**src/rtl/imrom_arbiter.sv**
```systemverilog
`default_nettype none
// ============================================================================
// Module      : imrom_arbiter
// Description : Round-robin arbiter/sequencer sharing a single-port
//               synchronous instruction ROM between the fetch (IF) port and
//               the constant-load (LD) port. One ROM read per cycle,
//               one-cycle ROM latency, 2-entry response FIFO per port.
// Revision    : 1.0 - initial release
// ============================================================================
module imrom_arbiter #(
    parameter int ADDR_W = 32,
    parameter int DATA_W = 32
) (
    input  logic              clk,
    input  logic              rst,
    // fetch request / response
    input  logic              if_req_valid,
    output logic              if_req_ready,
    input  logic [ADDR_W-1:0] if_req_addr,
    output logic              if_rsp_valid,
    input  logic              if_rsp_ready,
    output logic [DATA_W-1:0] if_rsp_data,
    output logic              if_rsp_err,
    // load request / response
    input  logic              ld_req_valid,
    output logic              ld_req_ready,
    input  logic [ADDR_W-1:0] ld_req_addr,
    output logic              ld_rsp_valid,
    input  logic              ld_rsp_ready,
    output logic [DATA_W-1:0] ld_rsp_data,
    output logic              ld_rsp_err,
    // ROM
    output logic [ADDR_W-1:0] rom_addr,
    input  logic [DATA_W-1:0] rom_data
);

    // Port identity; index 0 of every per-port vector is IF, index 1 is LD.
    typedef enum logic [0:0] {
        PORT_IF = 1'b0,
        PORT_LD = 1'b1
    } port_e;

    localparam int C_NPORT = 2;

    // ------------------------------------------------------------------
    // Per-port views of the request/response channels
    // ------------------------------------------------------------------
    logic [C_NPORT-1:0] w_req_valid;
    logic [C_NPORT-1:0] w_rsp_ready;
    logic [C_NPORT-1:0] w_pop;
    logic [C_NPORT-1:0] w_push;
    logic [C_NPORT-1:0] w_elig;
    logic [C_NPORT-1:0] w_cand;
    logic [C_NPORT-1:0] w_req_ready;
    logic [C_NPORT-1:0] w_grant;
    logic [C_NPORT-1:0] w_inflight;
    logic [C_NPORT-1:0] w_rsp_valid;
    logic [C_NPORT-1:0] w_rsp_err;
    logic [DATA_W-1:0]  w_rsp_data [C_NPORT];

    assign w_req_valid = {ld_req_valid, if_req_valid};
    assign w_rsp_ready = {ld_rsp_ready, if_rsp_ready};

    // ------------------------------------------------------------------
    // Arbitration and in-flight state
    // ------------------------------------------------------------------
    port_e             r_last_grant_q;
    port_e             w_last_grant_d;
    logic [ADDR_W-1:0] r_rom_addr_q;
    logic [ADDR_W-1:0] w_rom_addr_d;
    logic              r_inflight_v_q;
    logic              w_inflight_v_d;
    port_e             r_inflight_port_q;
    port_e             w_inflight_port_d;
    logic              r_inflight_err_q;
    logic              w_inflight_err_d;

    logic              w_if_wins_tie;
    logic [ADDR_W-1:0] w_win_addr;
    logic [DATA_W-1:0] w_cap_data;

    // The read issued last cycle lands in its owner's FIFO this edge.
    assign w_inflight[0] = r_inflight_v_q & (r_inflight_port_q == PORT_IF);
    assign w_inflight[1] = r_inflight_v_q & (r_inflight_port_q == PORT_LD);
    assign w_push        = w_inflight;

    // Misaligned reads still return a response, but with zeroed data.
    assign w_cap_data = r_inflight_err_q ? '0 : rom_data;

    // A requester competes only when its FIFO can absorb the response.
    assign w_cand        = w_req_valid & w_elig;
    assign w_if_wins_tie = (r_last_grant_q == PORT_LD);

    // Ready is held low during reset; otherwise a port is ready when it is
    // eligible and either wins the tie or has no competing candidate.
    assign w_req_ready[0] = ~rst & w_elig[0] & (~w_cand[1] |  w_if_wins_tie);
    assign w_req_ready[1] = ~rst & w_elig[1] & (~w_cand[0] | ~w_if_wins_tie);
    assign w_grant        = w_req_valid & w_req_ready;

    assign w_win_addr = w_grant[1] ? ld_req_addr : if_req_addr;

    // Next-state for grant history, ROM address hold and in-flight tracking.
    always_comb begin
        w_last_grant_d    = r_last_grant_q;
        w_rom_addr_d      = r_rom_addr_q;
        w_inflight_v_d    = 1'b0;
        w_inflight_port_d = r_inflight_port_q;
        w_inflight_err_d  = 1'b0;
        if (|w_grant) begin
            w_last_grant_d    = w_grant[1] ? PORT_LD : PORT_IF;
            w_rom_addr_d      = {2'b00, w_win_addr[ADDR_W-1:2]};
            w_inflight_v_d    = 1'b1;
            w_inflight_port_d = w_grant[1] ? PORT_LD : PORT_IF;
            w_inflight_err_d  = (w_win_addr[1:0] != 2'b00);
        end
    end

    // Arbiter registers; reset discards any pending ROM read.
    always_ff @(posedge clk or posedge rst) begin
        if (rst) begin
            r_last_grant_q    <= PORT_LD;
            r_rom_addr_q      <= '0;
            r_inflight_v_q    <= 1'b0;
            r_inflight_port_q <= PORT_IF;
            r_inflight_err_q  <= 1'b0;
        end else begin
            r_last_grant_q    <= w_last_grant_d;
            r_rom_addr_q      <= w_rom_addr_d;
            r_inflight_v_q    <= w_inflight_v_d;
            r_inflight_port_q <= w_inflight_port_d;
            r_inflight_err_q  <= w_inflight_err_d;
        end
    end

    // The winner's address goes straight to the ROM; otherwise hold.
    assign rom_addr = w_rom_addr_d;

    // ------------------------------------------------------------------
    // Per-port 2-entry response FIFOs
    // ------------------------------------------------------------------
    for (genvar gi = 0; gi < C_NPORT; gi++) begin : g_port
        logic [1:0]        r_cnt_q;
        logic [1:0]        w_cnt_d;
        logic              r_wr_ptr_q;
        logic              r_rd_ptr_q;
        logic [DATA_W-1:0] r_data_q [2];
        logic [1:0]        r_err_q;
        logic [2:0]        w_occ;

        assign w_rsp_valid[gi] = (r_cnt_q != 2'd0);
        assign w_pop[gi]       = w_rsp_valid[gi] & w_rsp_ready[gi];
        assign w_rsp_data[gi]  = r_data_q[r_rd_ptr_q];
        assign w_rsp_err[gi]   = r_err_q[r_rd_ptr_q];

        // Occupancy after this edge, before counting a new grant.
        assign w_occ      = {1'b0, r_cnt_q} - {2'b00, w_pop[gi]}
                          + {2'b00, w_inflight[gi]};
        assign w_elig[gi] = (w_occ < 3'd2);

        // FIFO count update; push and pop may coincide at any occupancy.
        always_comb begin
            w_cnt_d = r_cnt_q + {1'b0, w_push[gi]} - {1'b0, w_pop[gi]};
        end

        // FIFO storage and pointers.
        always_ff @(posedge clk or posedge rst) begin
            if (rst) begin
                r_cnt_q     <= 2'd0;
                r_wr_ptr_q  <= 1'b0;
                r_rd_ptr_q  <= 1'b0;
                r_data_q[0] <= '0;
                r_data_q[1] <= '0;
                r_err_q     <= 2'b00;
            end else begin
                r_cnt_q <= w_cnt_d;
                if (w_push[gi]) begin
                    r_data_q[r_wr_ptr_q] <= w_cap_data;
                    r_err_q[r_wr_ptr_q]  <= r_inflight_err_q;
                    r_wr_ptr_q           <= ~r_wr_ptr_q;
                end
                if (w_pop[gi]) begin
                    r_rd_ptr_q <= ~r_rd_ptr_q;
                end
            end
        end
    end

    // ------------------------------------------------------------------
    // Output mapping
    // ------------------------------------------------------------------
    assign if_req_ready = w_req_ready[0];
    assign ld_req_ready = w_req_ready[1];
    assign if_rsp_valid = w_rsp_valid[0];
    assign ld_rsp_valid = w_rsp_valid[1];
    assign if_rsp_data  = w_rsp_data[0];
    assign ld_rsp_data  = w_rsp_data[1];
    assign if_rsp_err   = w_rsp_err[0];
    assign ld_rsp_err   = w_rsp_err[1];

endmodule
`default_nettype wire

```
**config.mk**
```make
export PLATFORM = sky130hd
export DESIGN_NAME = imrom_arbiter
export DESIGN_NICKNAME = d
export VERILOG_FILES = /design/src/rtl/imrom_arbiter.sv
export SDC_FILE = /design/constraint.sdc
export NUM_CORES = 1
export LEC_CHECK = 0
export BUFFER_PORTS_ARGS = -buffer_cell sky130_fd_sc_hd__clkbuf_2
export CAP_MARGIN = 20
export CORE_MARGIN = 5
export CORE_UTILIZATION = 35
export DETAILED_ROUTE_END_ITERATION = 10
export REMOVE_ABC_BUFFERS = 1
export SYNTH_ARGS = -nofsm -noshare
export SYNTH_HDL_FRONTEND = slang
export SYNTH_SLANG_ARGS = --single-unit
```
**constraint.sdc**
```tcl
create_clock -name clk -period 12.7 [get_ports clk]
set_input_delay 1.27 -clock clk [delete_from_list [all_inputs] [get_ports clk]]
set_output_delay 1.27 -clock clk [all_outputs]
set_load 0.01 [all_outputs]
```
==> results of run 1 <==
-- state kept, by name, summed over array words and instances, names as in the netlist --
register           cells
r_rom_addr_q          32
r_inflight_v_q         1
r_inflight_err_q       1
g_port.r_err_q         4
g_port.r_wr_ptr_q      2
g_port.r_cnt_q         4
g_port.r_data_q      128
r_last_grant_q         1
r_inflight_port_q      1
g_port.r_rd_ptr_q      2
-- worst max-delay path, cell delays in order --
cell       delay (ns)
clkbuf_2         0.08
and2_1           0.15
ha_1             0.28
inv_1            0.04
ha_1             0.18
fa_1             0.49
nor2b_1          0.41
a32oi_4          0.07
buf_4            0.26
nor2_4           0.68
a2bb2oi_1        0.27
clkbuf_2         0.17
-- metrics by stage --
stage          hold WS, ns  total power [mW]  utilization [%]
5_1_grt              0.493              3.03             43.0
6_report             0.475              2.81             43.0
2_1_floorplan        0.444              1.81                -
3_5_place_dp         0.465              2.31             40.3
4_1_cts              0.481              2.84             42.9
3_3_place_gp         0.455              2.30             40.3
-- kinds of logic (layout without fill, tap and decap cells) --
| family | Yosys count | in the layout | share of synthesized area, % |
|---|---|---|---|
| DFF | 176 | 176 | 55.1 |
| xor gates and xnor gates | 6 | 6 | 0.846 |
| buffers and inverters | 70 | 254 | 4.74 |
| and+or+nand+nor | 182 | 182 | 10.3 |
| muxes | 70 | 70 | 9.87 |
| AOI/OAI and AO/OA | 225 | 225 | 18.0 |
| adders and majority gates | 6 | 6 | 1.13 |
-- layout make-up --
cell class | instances | area [sq um]
Timing Repair Buffer | 213 | 1110
Clock inverter | 14 | 141
Fill cell | 2214 | 12900
Clock buffer | 18 | 439
Sequential cell | 176 | 4410
Multi-Input combinational cell | 489 | 3220
Tap cell | 285 | 357
Inverter | 9 | 38.8
-- how the worst min path moves through the flow --
stage / startpoint / end / slack [ns] / cells past startpoint
floorplan: g_port[0].r_data_q[0]$_DFFE_PP0P_ / g_port[0].r_data_q[0]$_DFFE_PP0P_ / 0.44 / 2
global placement: g_port[1].r_data_q[17]$_DFFE_PP0P_ / g_port[1].r_data_q[17]$_DFFE_PP0P_ / 0.45 / 2
detailed placement: g_port[1].r_data_q[17]$_DFFE_PP0P_ / g_port[1].r_data_q[17]$_DFFE_PP0P_ / 0.46 / 2
CTS: g_port[1].r_data_q[17]$_DFFE_PP0P_ / g_port[1].r_data_q[17]$_DFFE_PP0P_ / 0.48 / 2
global route: g_port[1].r_data_q[4]$_DFFE_PP0P_ / g_port[1].r_data_q[4]$_DFFE_PP0P_ / 0.49 / 2
finish: g_port[1].r_data_q[45]$_DFFE_PP0P_ / g_port[1].r_data_q[45]$_DFFE_PP0P_ / 0.47 / 2
-- Yosys cell counts, drive strengths merged (3+ instances only) --
cell     number  area share, %
a2bb2oi      30            3.5
a311oi       30            3.5
and2          3           0.23
buf          29            2.6
clkbuf       30            1.5
dfrtp       175             55
ha            4           0.63
inv           9           0.42
mux2         70            9.9
nand2       132            6.2
nand2b       34            2.7
nor2          4           0.28
o21ai       158            9.9
xor2          5           0.64
-- layer usage --
metal | up-vias | GRT usage, % | part of all wire [%]
li1 | 2921 | - | -
met1 | 2820 | 20.7 | 44
met2 | 207 | 26.0 | 46
met3 | 23 | 5.77 | 8.2
met4 | 0 | 5.16 | 1.9
met5 | - | 0 | 0
-- power by group through the flow --
stage          Combinational [mW]  Clock [mW]  Sequential, mW
2_1_floorplan               0.832           0           0.977
3_3_place_gp                 1.27           0            1.03
3_5_place_dp                 1.28           0            1.03
4_1_cts                      1.29       0.533            1.02
5_1_grt                      1.42       0.554            1.06
6_report                     1.27       0.515            1.02
==> results.yml, run 1 <==
drt:
  drc: 0
  drt-pass1-iter-count: 4
  dr_total_vias: 5971
  drtIter0Drc: 284
  wl_microns: 20800
  antenna_left: 0
  post_drt_wl_per_cell_microns: 17.3
  vias_per_cell: 4.96
sta:
  slew_viol_final: 0
  rsz0062_at_grt: "no"
  period_share_pct: 44.5
  setup_viol: 0
  fmax_ghz: 0.177
  hold_violations: 0
  setup_tns_ns: 0
  tightest_slew_ns: 0.982
  setup_slack_ns: 7.05
  finClkSkew_ns: 0.0127
  relSlewSlack_pct: 34.5
  min_period_ns: 5.65
worst_setup_path:
  reg2reg_to: "r_rom_addr_q[30]$_DFF_PP0_"
  cp-end-kind: "output pin"
  r2r_slack_ns: 9.08
  criticalPathCategory: "in2out"
  endpoint: "rom_addr[16]"
  startpoint: "if_rsp_ready"
  r2r_start: "g_port[1].r_cnt_q[1]$_DFF_PP0_"
  startpoint_type: "primary input"
  r2r_cells: 12
  arrival_ns: 4.38
  cp_max_fo: 33
  cp.required_ns: 11.43
pwr:
  p_int_mw: 1.68
  peakVddDrop_v: 0.000127
  p_sw_share_pct: 40.0
  combinationalPowerShare_pct: 45.3
  p_seq_share_pct: 36.3
  leakage_nw: 4.63
  p_clk_share_pct: 18.3
  switchingPower_mw: 1.12
  pwr_density_cell_nw_per_um2: 289
floorplanning:
  start_util_pct: 35.4
  dieArea_sq_um: 26000
  fp.dieH_microns: 161
  rows: 55
  core_sq_um: 22600
  ios: 204
  die_x_microns: 161
placement:
  gp_congestion: 0.823
  port_buffers: 203
  placed_area_sq_um: 9090
  hpwl_microns: 13400
  post-place-ws_ns: 7.04
  dp_cells: 1170
clock_network:
  cts_root_buffer: "clkbuf_16"
  cts_sinks: 176
  cts.reportedPaths.clkPinSlew_ns: 0.06
  clock_latency_ns: 0.42
  cts_buffers: 17
  cts_repair_resize_count: 0
  htree_levels: 4
  cts_setup_buffers: 0
  cts_tree: "done"
  cts_buffer_depth: 2
  hold_buffers: 0
global_route:
  grt_pass1_wl_microns: 34000
  overflow: 0
  grt_max_degree: 98
  grt_usage_pct: 16.2
  antenna_found_initial: 0
  grt_pass1_vias: 6386
yosys:
  yosysWarnings: 0
  avgSynthCellArea_sq_um: 10.9
  syn_inst: 735
  ys_seq_area_share_pct: 55.1
  synth_flop_cell: "dfrtp_1"
  yosysUniqueCellTypes: 40
  syn_area_sq_um: 7990
  synth.ff_latch_count: 176
  synth_edf_count: 0
  synthArstFlopShare_pct: 100
finish:
  layout_commonest_cell: "clkbuf_2"
  area_delta_synth_final_pct: 21.5
  final_cell_mix: "203 x clkbuf_2, 173 x dfrtp_1, 151 x o21ai_0, 130 x nand2_1, 70 x mux2_2"
  final_area_sq_um: 9710
  n_antenna_cell: 0
  fin_nets: 1014
  fin_cells: 1204
  drive_gt1_share_pct: 36.6
status:
  outcome: "completed"
hold_path:
  hold_class: "reg2reg"
run:
  cap_violations: 0
No activity file was read; power rests on OpenSTA's default activity.
==> run 2: changes to the inputs <==
==> constraint.sdc (replaced) <==
create_clock -name clk -period 5.6 [get_ports clk]
set_input_delay 0.56 -clock clk [delete_from_list [all_inputs] [get_ports clk]]
set_output_delay 0.56 -clock clk [all_outputs]
set_load 0.01 [all_outputs]
==> run 2 against run 1 <==
Die area unchanged. Worst setup slack worse by 6.3 ns. Non-clock buffer count down 2. Total power up 130%. Final cell count down 0.17%. Via count up 1.2%. Worst hold slack worse by 0.085 ns. Sequential cell count unchanged. Utilization about the same. Register-to-register slack worse by 7.3 ns. Highest routed layer unchanged.
==> results.yml, run 2 (same netlist as run 1, synthesis figures left out) <==
finish:
  regMostFlops: "g_port.r_data_q"
  layout_commonest_cell: "clkbuf_2"
  n_antenna_cell: 0
  fin_nets: 1012
  largest_reg_flops: 128
  area_delta_synth_final_pct: 21.5
  drive_gt1_share_pct: 36.4
  final_cell_mix: "203 x clkbuf_2, 173 x dfrtp_1, 151 x o21ai_0, 130 x nand2_1, 70 x mux2_2"
  largestRegisters: "g_port.r_data_q: 128 flops, r_rom_addr_q: 32 flops"
  final_area_sq_um: 9700
clock_network:
  cts_tree: "done"
  cts_repair_resize_count: 0
  htree_levels: 4
  cts_buffers: 17
  cts_buffer_depth: 2
  cts.reportedPaths.clkPinSlew_ns: 0.08
  cts_sinks: 176
  cts_setup_buffers: 0
  clock_latency_ns: 0.42
  hold_buffers: 0
  cts_root_buffer: "clkbuf_16"
hold_path:
  min_from: "if_req_addr[8]"
  whs_path_depth: 3
  hold_class: "in2reg"
  hold-path-endpoint: "r_rom_addr_q[6]$_DFF_PP0_"
global_route:
  antenna_found_initial: 1
  grt_usage_pct: 16.4
  overflow: 0
  grt_max_degree: 91
  grt_pass1_vias: 6294
  grt_pass1_wl_microns: 34300
pwr:
  leakage_nw: 4.63
  finalPower_mw: 6.39
  peakVddDrop_v: 0.000268
  pwr_density_cell_nw_per_um2: 658
worst_setup_path:
  r2r_slack_ns: 1.83
  reg2reg_to: "r_rom_addr_q[30]$_DFF_PP0_"
  arrival_ns: 4.27
  cp_max_fo: 33
  r2r_cells: 11
  startpoint_type: "flop"
  criticalPathCategory: "reg2out"
  cp-end-kind: "output pin"
  r2r_start: "g_port[1].r_cnt_q[1]$_DFF_PP0_"
  cp.required_ns: 5.04
floorplanning:
  dieArea_sq_um: 26000
  fp.dieH_microns: 161
  ios: 204
  die_x_microns: 161
  core_sq_um: 22600
  start_util_pct: 35.4
  rows: 55
drt:
  dr_total_vias: 6043
  drtIter0Drc: 246
  wl_met2_microns: 9650
  highest_layer: "met4"
  met3_length_microns: 1810
  wirelength_met1_microns: 9390
  post_drt_wl_per_cell_microns: 17.6
  vias_per_cell: 5.03
  drc: 0
  wl_microns: 21200
  drt-pass1-iter-count: 4
  antenna_left: 0
sta:
  slew_viol_final: 0
  tightest_slew_ns: 1.09
  fmax_ghz: 0.207
  rsz0062_at_grt: "no"
  setup_viol: 0
  hold_violations: 0
  period_share_pct: 86.3
  setup_tns_ns: 0
  finClkSkew_ns: 0.0110
  relSlewSlack_pct: 27.0
  min_period_ns: 4.83
placement:
  hpwl_microns: 13900
  placed_area_sq_um: 9110
  port_buffers: 203
  gp_congestion: 0.816
run:
  cap_violations: 0
status:
  outcome: "completed"
[run 2: changes by cell type in the layout (fill, tap and decap cells not counted), moves of 2 or more]
cell and delta:
inv_6 +2, clkinv_8 +4, clkinvlp_4 -2, inv_8 -3
[run 2: final cells by class]
cell class              instances  area [sq um]
fillers                      2231         12900
flip-flops and latches        176          4410
multi-input cells             489          3220
repair buffers                211          1090
clock buffers                  17           425
well taps                     285           357
clock inverters                15           171
inverters                       9          38.8
[run 2: report_power, final]
group | leakage, nW | total [mW] | switching (mW) | internal, mW
Clock | 0.288 | 1.19 | 0.587 | 0.601
Sequential | 2.10 | 2.33 | 0.420 | 1.91
Combinational | 2.25 | 2.87 | 1.58 | 1.29
[run 2: critical path, cell delays in order (launching register included)]
cell and delay, ns:
dfrtp_1 0.44, or2_2 0.33, and2_1 0.18, ha_1 0.28, inv_1 0.05, ha_1 0.13
inv_1 0.05, fa_1 0.40, xnor2_2 0.26, a32oi_4 0.43, nor2_4 0.83, a2bb2oi_1 0.27
clkbuf_2 0.18
[run 2: worst max-delay path by stage]
stage / cells after the start / end / from
global route: 12 / rom_addr[5] / g_port[0].r_cnt_q[1]$_DFF_PP0_
finish: 12 / rom_addr[5] / g_port[1].r_cnt_q[1]$_DFF_PP0_
detailed placement: 12 / rom_addr[1] / g_port[1].r_cnt_q[1]$_DFF_PP0_
CTS: 12 / rom_addr[1] / g_port[1].r_cnt_q[1]$_DFF_PP0_
floorplan: 1 / g_port[0].r_cnt_q[0]$_DFF_PP0_ / rst
global placement: 11 / rom_addr[11] / if_rsp_ready
[run 2: per-layer routing]
layer | track usage [%] | vias to the layer above
met5 | 0 | -
met4 | 4.11 | 0
met3 | 6.10 | 21
met2 | 26.4 | 223
met1 | 21.0 | 2888
li1 | - | 2911
[run 2: stage by stage]
step | instances | worst slack (ns) | util [%] | hold WS [ns]
after floorplan | 674 | 0.268 | - | 0.444
after global placement | 1170 | 1.30 | 40.3 | 0.456
after detailed placement | 1170 | 1.21 | 40.3 | 0.465
after CTS | 1202 | 0.750 | 43.0 | 0.367
after global routing | 1202 | 0.521 | 43.0 | 0.378
final | 1202 | 0.769 | 43.0 | 0.389
==> run 3: changes to the inputs <==
==> constraint.sdc (replaced) <==
create_clock -name clk -period 5.3 [get_ports clk]
set_input_delay 0.53 -clock clk [delete_from_list [all_inputs] [get_ports clk]]
set_output_delay 0.53 -clock clk [all_outputs]
set_load 0.01 [all_outputs]
==> run 3 against run 2 <==
Sequential share of layout area about the same. Worst hold slack worse by 0.030 ns. Clock skew increased by 0.0044 ns. Utilization barely moved. Critical path type unchanged. Critical endpoint is now rom_addr[17].
==> results.yml, run 3 (same netlist as run 1, synthesis figures left out) <==
finish:
  fin_nets: 1015
  fin_cells: 1204
  final_cell_mix: "203 x clkbuf_2, 173 x dfrtp_1, 151 x o21ai_0, 130 x nand2_1, 70 x mux2_2"
  seq_area_sq_um: 4410
  nFillCells: 2201
  regMostFlops: "g_port.r_data_q"
  n_antenna_cell: 0
  largest_reg_flops: 128
  largestRegisters: "g_port.r_data_q: 128 flops, r_rom_addr_q: 32 flops"
  drive_gt1_share_pct: 36.6
  final_area_sq_um: 9700
  area_delta_synth_final_pct: 21.4
  multi_input_area_sq_um: 3220
  finish.utilization_pct: 43.0
  layout_commonest_cell: "clkbuf_2"
clock_network:
  htree_levels: 4
  cts_tree: "done"
  cts_root_buffer: "clkbuf_16"
  cts_buffers: 17
  cts_sinks: 176
  clock_latency_ns: 0.43
  hold_buffers: 0
  cts_setup_buffers: 0
  cts_buffer_depth: 2
  cts_repair_resize_count: 0
  cts.reportedPaths.clkPinSlew_ns: 0.08
placement:
  hpwl_microns: 14000
  dp_cells: 1173
  post-place-ws_ns: 1.14
  placed_area_sq_um: 9130
  gp_congestion: 0.820
  port_buffers: 203
worst_setup_path:
  cp-end-kind: "output pin"
  cp_max_fo: 21
  criticalPathCategory: "reg2out"
  cp.required_ns: 4.77
  arrival_ns: 4.06
  r2r_cells: 12
  startpoint_type: "flop"
pwr:
  pwr_density_cell_nw_per_um2: 694
  leakage_nw: 4.64
  peakVddDrop_v: 0.000265
sta:
  setup_slack_ns: 0.708
  min_period_ns: 4.59
  fmax_ghz: 0.218
  period_share_pct: 86.6
  slew_viol_final: 0
  finClkSkew_ns: 0.0154
  holdWs_ns: 0.360
  setup_viol: 0
  relSlewSlack_pct: 34.8
  hold_violations: 0
  tightest_slew_ns: 0.978
  rsz0062_at_grt: "no"
global_route:
  grt_pass1_wl_microns: 34600
  overflow: 0
  grt_usage_pct: 16.7
  grt_max_degree: 97
  grt_pass1_vias: 6345
  antenna_found_initial: 0
drt:
  vias_per_cell: 4.98
  post_drt_wl_per_cell_microns: 17.4
  dr_total_vias: 5992
  drt-pass1-iter-count: 4
  antenna_left: 0
  wl_microns: 21000
  drc: 0
  drtIter0Drc: 256
status:
  outcome: "completed"
floorplanning:
  dieArea_sq_um: 26000
  core_sq_um: 22600
  die_x_microns: 161
  ios: 204
  rows: 55
  start_util_pct: 35.4
  fp.dieH_microns: 161
hold_path:
  hold_class: "in2reg"
  whs_path_depth: 3
run:
  cap_violations: 0
-- run 3: cell types whose count changed in the layout (fill, tap and decap cells not counted) --
cell / before / now
buf_4: 7 / 10
clkinv_8: 5 / 1
clkinv_4: 2 / 4
clkinv_2: 1 / 0
inv_8: 3 / 5
-- run 3: area by class of cell --
| cell class | count | share of cell area [%] |
|---|---|---|
| tap | 285 | 3.68 |
| timing repair buffer | 214 | 11.5 |
| multi-input combinational | 489 | 33.2 |
| sequential | 176 | 45.5 |
| clock buffer | 17 | 4.39 |
| inverter | 9 | 0.400 |
| clock inverter | 14 | 1.46 |
-- run 3: report_power, final --
| group | internal [mW] | total, mW | switching [mW] |
|---|---|---|---|
| clock network | 0.625 | 1.22 | 0.591 |
| logic | 1.38 | 3.05 | 1.68 |
| registers | 2.02 | 2.46 | 0.444 |
-- run 3: metrics by stage --
stage | power, mW | TNS, ns
floorplan | 4.34 | -0.332
global placement | 5.54 | 0
detailed placement | 5.59 | 0
CTS | 6.84 | 0
global route | 7.28 | 0
finish | 6.73 | 0
-- run 3: critical path, stage by stage (launching register included) --
cell       delay, ns
dfrtp_1         0.41
inv_1           0.11
nand2_1         0.07
and2_1          0.18
ha_1            0.28
inv_1           0.04
ha_1            0.18
fa_1            0.49
nor2b_1         0.42
a32oi_4         0.27
nor2_4          0.40
buf_4           0.35
a2bb2oi_1       0.25
clkbuf_2        0.17
-- run 3: final timing paths --
| kind | from | end | slack [ns] |
|---|---|---|---|
| min | if_req_addr[5] | r_rom_addr_q[3]$_DFF_PP0_ | 0.36 |
| min in group asynchronous | rst | r_rom_addr_q[25]$_DFF_PP0_ | 0.77 |
| min reg2reg | g_port[1].r_data_q[54]$_DFFE_PP0P_ | g_port[1].r_data_q[54]$_DFFE_PP0P_ | 0.48 |
| max reg2reg | g_port[1].r_cnt_q[1]$_DFF_PP0_ | r_rom_addr_q[4]$_DFF_PP0_ | 1.69 |
| max in group asynchronous | rst | g_port[1].r_data_q[60]$_DFFE_PP0P_ | 3.56 |
| max | g_port[0].r_cnt_q[1]$_DFF_PP0_ | rom_addr[17] | 0.71 |
-- run 3: metal layers --
layer  vias to the layer above  share of wire (%)  global-route usage [%]  routed length, microns
met4                         0                1.6                    4.69                     335
met3                        20                8.6                    6.46                    1810
met1                      2827                 45                    22.1                    9430
li1                       2927                  -                       -                       -
met5                         -                  0                       0                       0
met2                       218                 45                    25.5                    9410
